### config.mk
export PLATFORM = sky130hd
export DESIGN_NAME = spi_ram_arbiter
export DESIGN_NICKNAME = d
export VERILOG_FILES = /design/src/rtl/spi_ram_arbiter.sv
export SDC_FILE = /design/constraint.sdc
export NUM_CORES = 1
export LEC_CHECK = 0
export BUFFER_PORTS_ARGS = -buffer_cell sky130_fd_sc_hd__buf_2
export CAP_MARGIN = 20
export CORE_ASPECT_RATIO = 0.6
export CORE_MARGIN = 1.5
export CORE_UTILIZATION = 40
export CTS_CLUSTER_SIZE = 10
export DETAILED_ROUTE_END_ITERATION = 12
export HOLD_SLACK_MARGIN = 0.02
export SLEW_MARGIN = 0
export SYNTH_ARGS = -nofsm -noshare
export SYNTH_HDL_FRONTEND = slang
export SYNTH_SLANG_ARGS = --single-unit
### constraint.sdc
create_clock -name clk -period 2.51 [get_ports clk]
set_input_delay 0.251 -clock clk [delete_from_list [all_inputs] [get_ports clk]]
set_output_delay 0.251 -clock clk [all_outputs]
set_load 0.05 [all_outputs]
### src/rtl/spi_ram_arbiter.sv
// Purpose: owns the single-port RAM and shares it round-robin between SPI command words and a local host port.
// Latency: SPI strobe to ram_en 2 cycles, to spi_tx_valid 4; host_req to host_gnt/ram_en 1 cycle, to host_rvalid 3.
// Backpressure: host holds host_req until host_gnt; one-entry SPI access buffer, excess SPI accesses dropped (sticky spi_overflow).
module spi_ram_arbiter #(
    parameter int ADDR_SIZE = 8
) (
    input  logic                   clk,
    input  logic                   rst,
    input  logic                   spi_rx_valid,
    input  logic [ADDR_SIZE+1:0]   spi_rx_data,
    output logic                   spi_tx_valid,
    output logic [ADDR_SIZE-1:0]   spi_tx_data,
    output logic                   spi_overflow,
    input  logic                   host_req,
    input  logic                   host_we,
    input  logic [ADDR_SIZE-1:0]   host_addr,
    input  logic [ADDR_SIZE-1:0]   host_wdata,
    output logic                   host_gnt,
    output logic                   host_rvalid,
    output logic [ADDR_SIZE-1:0]   host_rdata,
    output logic                   ram_en,
    output logic                   ram_we,
    output logic [ADDR_SIZE-1:0]   ram_addr,
    output logic [ADDR_SIZE-1:0]   ram_wdata,
    input  logic [ADDR_SIZE-1:0]   ram_rdata
);

    // SPI command encodings: bit 0 set means RAM access, bit 1 set means read side.
    localparam logic [1:0] CMD_WADDR = 2'b00;
    localparam logic [1:0] CMD_WRITE = 2'b01;
    localparam logic [1:0] CMD_RADDR = 2'b10;
    localparam logic [1:0] CMD_READ  = 2'b11;

    typedef enum logic [1:0] {
        ST_IDLE   = 2'd0,
        ST_ACCESS = 2'd1,
        ST_RDATA  = 2'd2
    } state_t;

    state_t state;
    state_t state_nxt;

    // Command word split.
    logic [1:0]           spi_cmd;
    logic [ADDR_SIZE-1:0] spi_payload;

    // Address latches loaded by the address commands.
    logic [ADDR_SIZE-1:0] wr_addr;
    logic [ADDR_SIZE-1:0] rd_addr;

    // One-entry SPI access buffer; address is frozen when the command is accepted.
    logic                 pend_vld;
    logic                 pend_we;
    logic [ADDR_SIZE-1:0] pend_addr;
    logic [ADDR_SIZE-1:0] pend_wdata;

    // Fairness state: last_spi=1 when SPI won the previous grant.
    logic                 last_spi;
    // Owner of the access currently in flight, steers the read return.
    logic                 cur_spi;

    logic                 spi_is_access;
    logic                 grant_spi;
    logic                 grant_host;
    logic                 spi_accept;

    assign spi_cmd       = spi_rx_data[ADDR_SIZE+1:ADDR_SIZE];
    assign spi_payload   = spi_rx_data[ADDR_SIZE-1:0];
    assign spi_is_access = spi_rx_valid && ((spi_cmd == CMD_WRITE) || (spi_cmd == CMD_READ));

    // A new access fits if the buffer is empty or its occupant is leaving on this very edge.
    assign spi_accept    = spi_is_access && (!pend_vld || grant_spi);

    // Next-state and arbitration; grants only ever happen from IDLE.
    always_comb begin
        state_nxt  = state;
        grant_spi  = 1'b0;
        grant_host = 1'b0;
        case (state)
            ST_IDLE: begin
                if (pend_vld && (!host_req || !last_spi)) begin
                    grant_spi = 1'b1;
                end else if (host_req) begin
                    grant_host = 1'b1;
                end
                if (grant_spi || grant_host) begin
                    state_nxt = ST_ACCESS;
                end
            end
            ST_ACCESS: begin
                // ram_we still describes the access being performed this cycle.
                state_nxt = ram_we ? ST_IDLE : ST_RDATA;
            end
            ST_RDATA: begin
                state_nxt = ST_IDLE;
            end
            default: begin
                state_nxt = ST_IDLE;
            end
        endcase
    end

    // State register.
    always_ff @(posedge clk or posedge rst) begin
        if (rst) begin
            state <= ST_IDLE;
        end else begin
            state <= state_nxt;
        end
    end

    // Address commands update their latch on the strobe edge and never touch the RAM.
    always_ff @(posedge clk or posedge rst) begin
        if (rst) begin
            wr_addr <= '0;
            rd_addr <= '0;
        end else if (spi_rx_valid) begin
            if (spi_cmd == CMD_WADDR) begin
                wr_addr <= spi_payload;
            end else if (spi_cmd == CMD_RADDR) begin
                rd_addr <= spi_payload;
            end
        end
    end

    // SPI pending buffer: fill on accepted access, drain on SPI grant, flag drops.
    always_ff @(posedge clk or posedge rst) begin
        if (rst) begin
            pend_vld     <= 1'b0;
            pend_we      <= 1'b0;
            pend_addr    <= '0;
            pend_wdata   <= '0;
            spi_overflow <= 1'b0;
        end else begin
            if (spi_accept) begin
                pend_vld <= 1'b1;
                if (spi_cmd == CMD_WRITE) begin
                    pend_we    <= 1'b1;
                    pend_addr  <= wr_addr;
                    pend_wdata <= spi_payload;
                end else begin
                    // Read payload carries nothing useful; keep the old write data.
                    pend_we    <= 1'b0;
                    pend_addr  <= rd_addr;
                end
            end else if (grant_spi) begin
                pend_vld <= 1'b0;
            end
            if (spi_is_access && !spi_accept) begin
                spi_overflow <= 1'b1;
            end
        end
    end

    // RAM command register: loaded on the IDLE->ACCESS edge, strobes drop when leaving ACCESS.
    always_ff @(posedge clk or posedge rst) begin
        if (rst) begin
            ram_en    <= 1'b0;
            ram_we    <= 1'b0;
            ram_addr  <= '0;
            ram_wdata <= '0;
            host_gnt  <= 1'b0;
            last_spi  <= 1'b0;
            cur_spi   <= 1'b0;
        end else if (grant_spi) begin
            ram_en    <= 1'b1;
            ram_we    <= pend_we;
            ram_addr  <= pend_addr;
            ram_wdata <= pend_wdata;
            host_gnt  <= 1'b0;
            last_spi  <= 1'b1;
            cur_spi   <= 1'b1;
        end else if (grant_host) begin
            ram_en    <= 1'b1;
            ram_we    <= host_we;
            ram_addr  <= host_addr;
            ram_wdata <= host_wdata;
            host_gnt  <= 1'b1;
            last_spi  <= 1'b0;
            cur_spi   <= 1'b0;
        end else begin
            ram_en    <= 1'b0;
            ram_we    <= 1'b0;
            host_gnt  <= 1'b0;
        end
    end

    // Read return: capture RAM data leaving RDATA and strobe the owner's valid for one cycle.
    always_ff @(posedge clk or posedge rst) begin
        if (rst) begin
            spi_tx_valid <= 1'b0;
            spi_tx_data  <= '0;
            host_rvalid  <= 1'b0;
            host_rdata   <= '0;
        end else begin
            spi_tx_valid <= 1'b0;
            host_rvalid  <= 1'b0;
            if (state == ST_RDATA) begin
                if (cur_spi) begin
                    spi_tx_valid <= 1'b1;
                    spi_tx_data  <= ram_rdata;
                end else begin
                    host_rvalid  <= 1'b1;
                    host_rdata   <= ram_rdata;
                end
            end
        end
    end

endmodule

==> summary by stage, run 1 <==
Setup path
The logic depth of the worst setup path including buffers is 3. For the worst setup path, the data arrival time is approximately 2.1 ns. STA classifies the critical path startpoint as a register. In this design, the stage delay of the slowest critical-path cell is between 0.5 and 0.6 ns. The slowest stage of the critical path belongs to the cell a211oi_4. The count of cells along the worst register-to-register path is 3.

The startpoint identified for the worst register-to-register timing path is cur_spi. The start point of the critical path is cur_spi. Walking the worst path, the cells encountered are a211o_1 -> a211oi_4 -> mux2_2.

The setup path with the least slack is of type reg2reg. The maximum fanout along the worst path is 9. The kind of cell adding the most delay to the critical path is compound AO/OA/AOI/OAI gates. The required time at the endpoint of the critical path is between 2 and 3 ns.

The number of buffers and inverters on the critical path is 0. The nature of the critical path endpoint is a register.

Worst hold path
The source of the worst hold timing path is host_we. The path category of the worst min-delay check is in2reg. The number of cells on the worst hold path is 2.

Cells and area
The area growth from synthesis to layout is 27.1%. The register area is between 0.0015 and 0.002 mm^2. The fraction of layout cells with a size suffix above 1 is 0.583.

The count of placed standard cells in the final layout, fillers left out is approximately 390. The number of antenna diodes in the final layout is 0. The post-layout net count is 322. The multi-input logic area is roughly 0.0011 mm^2. The number of fill cells is between 600 and 700.

Routing
The pre-antenna-repair detailed-routing pass consisted of 4 iterations. The count of nets left with antenna violations once routing finished came out at 0. After detailed routing, the average wire length per cell comes to approximately 16 um. The residual DRC count is 0. The per-cell via count in the routed design is a little under 5. After the first detailed-routing iteration, the DRC count stood at 95. For this block, the via count after detailed routing is ~1900. The routed wire length is between 6000 and 7000 um.

STA
After layout, the worst setup slack is roughly 0.66 ns. On the final layout, the worst hold slack is 0.148 ns. The clock skew after layout is around 0.0036 ns.

The final max-slew violation count is 0. The portion of the clock cycle consumed by the worst path in the final layout is 0.736. The remaining max-slew budget at the tightest pin is 0.548.

Setup violations remaining at the end of the flow were counted as 0. At the pin with the least slew margin, the transition time is roughly 0.68 ns. After routing, the total negative slack on setup checks comes to 0 ns.

The peak clock frequency supported by timing is approximately 540 MHz. The count of endpoints failing hold in the final timing report is 0. Subtracting the final worst setup slack from the clock period gives 1.85 ns. Setup repair after global routing left no endpoint under its margin.

Power
The design draws ~5.7 mW. In this run the power density over the cells is between 1000 and 1500 mW/mm^2. VDD sags by at most ~0.50 mV. The leakage component of the power is 1.75 nW.

Logic synthesis
By count the netlist is led by dfrtp_1 (75), mux2_2 (56), nand3b_1 (16). Summing every instance area after synthesis gives about 0.003 mm^2. The synthesized flop and latch total is between 70 and 80. The register area share after synthesis is 0.621. The number of instances in the synthesized netlist is 199. The synthesized netlist contains 23 unique library cells. The average cell area after synthesis is 15.2 um^2. The most common cell in the netlist is dfrtp_1. The post-synthesis async set-or-reset flop share is 1.00. The number of enable-type register cells in the synthesized netlist is 0. The top-area cell type share of the netlist area is 0.621. The most used flip-flop cell after synthesis is dfrtp_1. Ranked by total cell area, the synthesized netlist is headed by dfrtp_1 (62%), mux2_2 (21%), o221a_2 (5.2%). The net count after synthesis is around 240.

The count of warnings emitted by yosys is 0. Of all cell types, the one taking the most synthesized area is dfrtp_1.

Clocking
In this run, post-CTS repair resized a total of 0 instances. The post-cts hold buffer count is 1. The TritonCTS sink count is between 70 and 80. The maximum level of the CTS H-tree is 3. The clock passes through at most 2 buffers. Once the clock tree was built, the setup fixing pass inserted 0 buffers. The CTS buffer count is 9. The clock tree from TritonCTS is yes. The root buffer cell is clkbuf_16. The clock latency at the later pin of the worst-skew pair is 0.33 ns.

The clock slew seen by the registers of the worst setup and hold paths is 0.06 ns.

Place
The post-detailed-placement half-perimeter wirelength is 4560 um. Timing analysis after detailed placement gives a worst setup slack of 0.669 ns. The count of placed standard cells including taps is ~380.

The count of port buffers added during placement is 76. Routability-driven placement finished with a final weighted congestion of a little under 0.7.

Die
The starting utilization of the core area is 0.414. The total number of placement rows is 24. The floorplan core area is ~0.0073 mm^2. The number of top-level pins is 77. The die extent in x is approximately 120 um. The die covers between 0.008 and 0.009 mm^2.

In this run the vertical extent of the chip is between 70 and 80 um.

GRT
The via count of the first global-routing pass is 1906. The total routing usage reported by global routing is 0.176. The number of antenna violations at the first check in global routing is 0. The wire length of the first global-routing pass is about 10000 um.

Entering global routing, the biggest net connects 49 pins. The total grt overflow is 0.

Run
Max-cap violations in this run came to 0.

Run status
The run finished with clean final reports.
state kept, by name, indices dropped and copies added, names as in the netlist, 2 cells and up:
signal	cells
spi_tx_data	8
rd_addr	8
pend_addr	8
wr_addr	8
state	2
pend_wdata	8
ram_addr	8
ram_wdata	8
host_rdata	8
cells in the final DEF (no fill, tap or decap), drive strengths merged:
| cell type | synthesis | layout |
|---|---|---|
| nor3b | 4 | 4 |
| nand3b | 16 | 16 |
| clkbuf | 6 | 15 |
| a31oi | 1 | 1 |
| a21oi | 1 | 1 |
| nand2b | 2 | 2 |
| clkinv | 0 | 1 |
| nand2 | 4 | 4 |
| a211o | 1 | 1 |
| a211oi | 1 | 1 |
| a221o | 2 | 2 |
| dfrtp | 75 | 75 |
| nand3 | 1 | 1 |
| nor2 | 2 | 2 |
| mux2 | 56 | 56 |
| buf | 1 | 79 |
| a32o | 1 | 1 |
| o21ai | 1 | 1 |
| o221a | 14 | 14 |
| o21bai | 2 | 2 |
| dlygate4sd3 | 0 | 1 |
| and3 | 2 | 2 |
| inv | 6 | 6 |
worst reg2reg max path, cell delays in order, from the launching register on:
cell and delay (ns):
dfrtp_1 0.44, a211o_1 0.36, a211oi_4 0.53, mux2_2 0.40
power breakdown:
part | switching (mW) | internal, mW | leakage (nW)
combinational | 1.60 | 0.845 | 0.721
clock | 0.459 | 0.776 | 0.146
sequential | 0.289 | 1.73 | 0.886
metrics by stage:
stage	instance area, um^2	util
after CTS	3840	0.527
final	3840	0.527
after global routing	3840	0.527
after global placement	3540	0.485
after detailed placement	3540	0.485
after floorplan	3020	-
cell type report:
type | instances | area share
tap | 104 | 0.0339
multi-input combinational | 111 | 0.285
sequential | 75 | 0.488
timing repair buffer | 80 | 0.111
inverter | 6 | 0.00586
clock buffer | 15 | 0.0749
clock inverter | 1 | 0.00130
routing by layer:
metal | vias up | track usage | wire [um]
met4 | 0 | 0.0576 | 85
met1 | 929 | 0.284 | 3580
met5 | - | 0 | 0
met2 | 47 | 0.210 | 2410
li1 | 917 | - | -
met3 | 9 | 0.0634 | 292
final timing paths:
kind	slack (ns)	endpoint
min	0.15	ram_we
max	0.66	pend_wdata[6]
max reg2reg	0.66	pend_wdata[6]
max in group asynchronous	1.29	ram_addr[1]
min reg2reg	0.43	state[1]
min in group asynchronous	0.56	host_rdata[7]
logic make-up after synthesis:
| group | count (synthesis) | share of synthesized area |
|---|---|---|
| flops | 75 | 0.621 |
| simple gates | 31 | 0.0704 |
| mux | 56 | 0.209 |
| compound gates | 24 | 0.0832 |
| buf+inv | 13 | 0.0170 |
Power figures use the tool's default switching activity.
==> inputs of run 2 (changes only) <==
--- a/config.mk
+++ b/config.mk
@@ -5,6 +5,7 @@
 export SDC_FILE = /design/constraint.sdc
 export NUM_CORES = 1
 export LEC_CHECK = 0
+export ABC_AREA = 1
 export BUFFER_PORTS_ARGS = -buffer_cell sky130_fd_sc_hd__buf_2
 export CAP_MARGIN = 20
 export CORE_ASPECT_RATIO = 0.6
@@ -13,6 +14,7 @@
 export CTS_CLUSTER_SIZE = 10
 export DETAILED_ROUTE_END_ITERATION = 12
 export HOLD_SLACK_MARGIN = 0.02
+export PLACE_DENSITY = 0.65
 export SLEW_MARGIN = 0
 export SYNTH_ARGS = -nofsm -noshare
 export SYNTH_HDL_FRONTEND = slang
==> constraint.sdc (replaced) <==
create_clock -name clk -period 1.5 [get_ports clk]
set_input_delay 0.15 -clock clk [delete_from_list [all_inputs] [get_ports clk]]
set_output_delay 0.15 -clock clk [all_outputs]
set_load 0.05 [all_outputs]
==> summary by stage, run 2 <==
Cells and area
The most common library cell in the layout ignoring fill and taps is nand2_1 (was buf_2). Most used cells in the layout excluding fill and tap cells: nand2_1 (94), buf_2 (76), dfrtp_1 (75) (was buf_2 (76), dfrtp_1 (75), mux2_2 (56)). The number of fill cells is 712 (was 655). The fraction of layout cells with a size suffix above 1 is 0.251 (was 0.583).

The total inserted antenna cells came to 0 (unchanged). The final standard cell area without fillers is 0.00389 mm^2 (was 0.00384 mm^2). The post-layout net count was 470 (was 322). The post-synthesis to final-layout area growth is 27.0% (was 27.1%).

Die
The number of top-level pins was 77 (unchanged). The starting utilization of the core area came to 0.418 (was 0.414). The die height is 70.8 um (was 70.3 um).

The die extent in x was 116 um (was 115 um). The floorplan core area came to 0.00733 mm^2 (was 0.00730 mm^2). The total number of placement rows is 24 (unchanged). The full die area came to 0.00821 mm^2 (was 0.00810 mm^2).

Clocking
The TritonCTS sink count is 75 (unchanged). The worst-case clock buffer depth is 2 (unchanged). The root buffer cell is clkbuf_16 (unchanged). The maximum level of the CTS H-tree came to 3 (unchanged). The post-CTS setup buffer count was 0 (unchanged).

The CTS buffer count is 9 (unchanged). The clock tree from TritonCTS is yes (unchanged). The clock slew seen by the registers of the worst setup and hold paths is 0.05 ns (was 0.06 ns). The clock latency at the later pin of the worst-skew pair is 0.33 ns (about the same).

Routing
The per-cell via count in the routed design was 4.50 (was 4.85). The remaining antenna violation count is 0 (unchanged). The routed wire length per instance came to 12.4 um (was 16.2 um). The residual DRC count was 0 (unchanged). The number of iterations in the first detailed-routing pass was 4 (unchanged). The via count is 2409 (was 1902). The violation count after the first detailed-route iteration is 166 (was 95).

The routed wire length came to 6650 um (was 6370 um).

Place
The placer congestion estimate is 0.775 (was 0.686). The cell area reported after detailed placement is 0.00362 mm^2 (was 0.00354 mm^2). The post-detailed-placement half-perimeter wirelength is 4950 um (was 4560 um). The count of port buffers added during placement came to 76 (unchanged).

Logic synthesis
The post-synthesis async set-or-reset flop share is 1.00 (unchanged). The post-synthesis cell type with the largest combined area is dfrtp_1 (unchanged). The average cell area after synthesis is 8.96 um^2 (was 15.2 um^2). The netlist area before placement is 0.00306 mm^2 (was 0.00302 mm^2).

The number of enable-type register cells in the synthesized netlist is 0 (unchanged). Synth area leaders: dfrtp_1 (61%), nand2_1 (12%), o21ai_0 (9.1%) (was dfrtp_1 (62%), mux2_2 (21%), o221a_2 (5.2%)). The synthesized flop and latch total was 75 (unchanged). The top-area cell type share of the netlist area is 0.612 (was 0.621). The number of instances in the synthesized netlist came to 342 (was 199). The register area share after synthesis is 0.612 (was 0.621).

The net count after synthesis was 381 (was 238). The flip-flop cell with the highest count after synthesis is dfrtp_1 (unchanged). The distinct cell type count of the synthesized netlist is 23 (unchanged). Leading post-synthesis cells by instance count: nand2_1 (94), dfrtp_1 (75), o21ai_0 (56) (was dfrtp_1 (75), mux2_2 (56), nand3b_1 (16)). The count of warnings emitted by yosys is 0 (unchanged). The most common cell in the netlist is nand2_1 (was dfrtp_1).

Run status
Status: completed (unchanged).

Setup path
The critical path's slowest cell is dfrtp_1 (was a211oi_4). The critical path capture point is pend_addr[6] (was pend_wdata[6]). The maximum fanout along the worst path is 17 (was 9).

The critical path's largest stage delay is 0.45 ns (was 0.53 ns). The count of cells along the worst register-to-register path was 6 (was 3). The launching point of the worst reg2reg path is state[1] (was cur_spi). The required time at the endpoint of the critical path is 1.71 ns (was 2.72 ns).

The nature of the critical path endpoint was a register (unchanged). By instance count, the cell type seen most on the critical path is nand2_4. The critical setup path kind is reg2reg (unchanged). Cell-by-cell trace of the critical path: nor2_4 -> nand3_4 -> nand2_4 -> nand2_4 -> nand2_1 -> o21ai_2 (was a211o_1 -> a211oi_4 -> mux2_2). The start point of the critical path is state[1] (was cur_spi).

The element type at the critical path start is a register (unchanged). The data arrival at the endpoint of the critical path is 1.63 ns (was 2.06 ns). The slack of the worst reg-to-reg path is 0.08 ns (was 0.66 ns). The reg-to-reg endpoint was pend_addr[6] (was pend_wdata[6]).

Power
The power density of the placed cells is 2360 mW/mm^2 (was 1480 mW/mm^2). The peak supply drop is 1.13 mV (was 0.497 mV). The leakage component of the power is 2.10 nW (was 1.75 nW).

STA
The count of endpoints failing hold in the final timing report came to 0 (unchanged). Unrepaired setup endpoints after global routing: no (unchanged). The clock skew after layout is 0.00611 ns (was 0.00359 ns). The final max-slew violation count is 0 (unchanged). The transition time of the tightest slew-check pin was 0.541 ns (was 0.675 ns). The worst hold-check slack was 0.0308 ns (was 0.148 ns). The remaining max-slew budget at the tightest pin is 0.638 (was 0.548). The peak clock frequency supported by timing is 707 MHz (was 541 MHz). The number of setup violations in the final report was 0 (unchanged). The post-route setup TNS is 0 ns (unchanged). The portion of the clock cycle consumed by the worst path in the final layout came to 0.944 (was 0.736). The time the final worst path needs with I/O delays and setup came to 1.42 ns (was 1.85 ns).

GRT
The total grt overflow is 0 (unchanged). The wire length of the first global-routing pass came to 11000 um (was 10500 um). The global routing's busiest layer is met1 (unchanged). The total routing usage reported by global routing is 0.176 (about the same). The largest net degree at the start of global routing is 41 (was 49). The met1 demand-to-capacity share in global routing came to 0.270 (was 0.284). The met3 demand-to-capacity share in global routing was 0.0608 (was 0.0634). The via count of the first global-routing pass came to 2225 (was 1906). The number of antenna violations at the first check in global routing is 0 (unchanged). The met2 usage is 0.234 (was 0.210).

Worst hold path
The path category of the worst min-delay check is in2reg (unchanged).

Run
The max-cap violation count is 0 (unchanged).
-- run 2: cell count changes in the layout (fill, tap and decap cells not counted), moves of 3 or more --
cell,previous run,this run
buf_4,2,7
clkbuf_8,4,1
inv_1,5,44
mux2_2,56,0
nand2_1,4,94
nand3_1,1,5
nand3b_1,16,1
nand4_1,0,8
nor2_1,2,29
o21ai_0,1,55
o21ai_1,0,7
o221a_2,14,0
-- run 2: layout make-up --
class	instances	area, um^2	share of cell area
Inverter	49	188	0.0482
Clock buffer	10	239	0.0614
Multi-Input combinational cell	209	960	0.247
Timing Repair Buffer	87	493	0.127
Sequential cell	75	1880	0.482
Clock inverter	1	5.00	0.00129
Tap cell	104	130	0.0334
-- run 2: worst max-delay path, delay by kind of cell (launching register included) --
| family | cells | cell delay, ns |
|---|---|---|
| and+or+nand+nor | 5 | 0.79 |
| DFF | 1 | 0.45 |
| AOI/OAI and AO/OA | 1 | 0.05 |
-- run 2: through the flow --
stage | util | setup WS, ns | std cells | power (mW)
floorplan | - | 0.295 | 342 | 6.36
global placement | 0.494 | 0.187 | 522 | 7.31
detailed placement | 0.494 | 0.0674 | 522 | 7.39
CTS | 0.530 | 0.0515 | 535 | 9.28
global route | 0.531 | 0.00189 | 535 | 9.79
finish | 0.531 | 0.0847 | 535 | 9.19
-- run 2: worst min path at each step --
stage / cells past startpoint / endpoint / start / slack [ns]
final: 3 / ram_wdata[7] / host_wdata[7] / 0.03
after global routing: 3 / ram_addr[7] / host_addr[7] / 0.03
after CTS: 3 / ram_wdata[7] / host_wdata[7] / 0.02
after detailed placement: 2 / host_gnt / rst / 0.18
after global placement: 2 / host_gnt / rst / 0.18
after floorplan: 2 / ram_we / host_we / 0.26
-- run 2: cells by family after synthesis --
| group | synth area share |
|---|---|
| and+or+nand+nor | 0.201 |
| buffers and inverters | 0.0768 |
| DFF | 0.612 |
| AOI/OAI and AO/OA | 0.109 |
-- run 2: metal layers --
layer | vias to the layer above | wire, um
met3 | 8 | 415
li1 | 1252 | -
met1 | 1086 | 3590
met4 | 0 | 72
met5 | - | 0
met2 | 63 | 2570
-- run 2: where the power goes --
part	switching, mW	total, mW	internal (mW)	leakage [nW]
registers	0.466	3.33	2.86	0.915
logic	3.00	4.03	1.02	1.07
clock network	0.723	1.84	1.11	0.122
-- run 2: repair_timing --
| action | 4_1_cts | 5_1_grt |
|---|---|---|
| setup endpoints to repair | 0 | 9 |
| hold buffers | 2 | 0 |
| endpoints found under the hold margin | 16 | 0 |
| gates resized for setup | 0 | 2 |
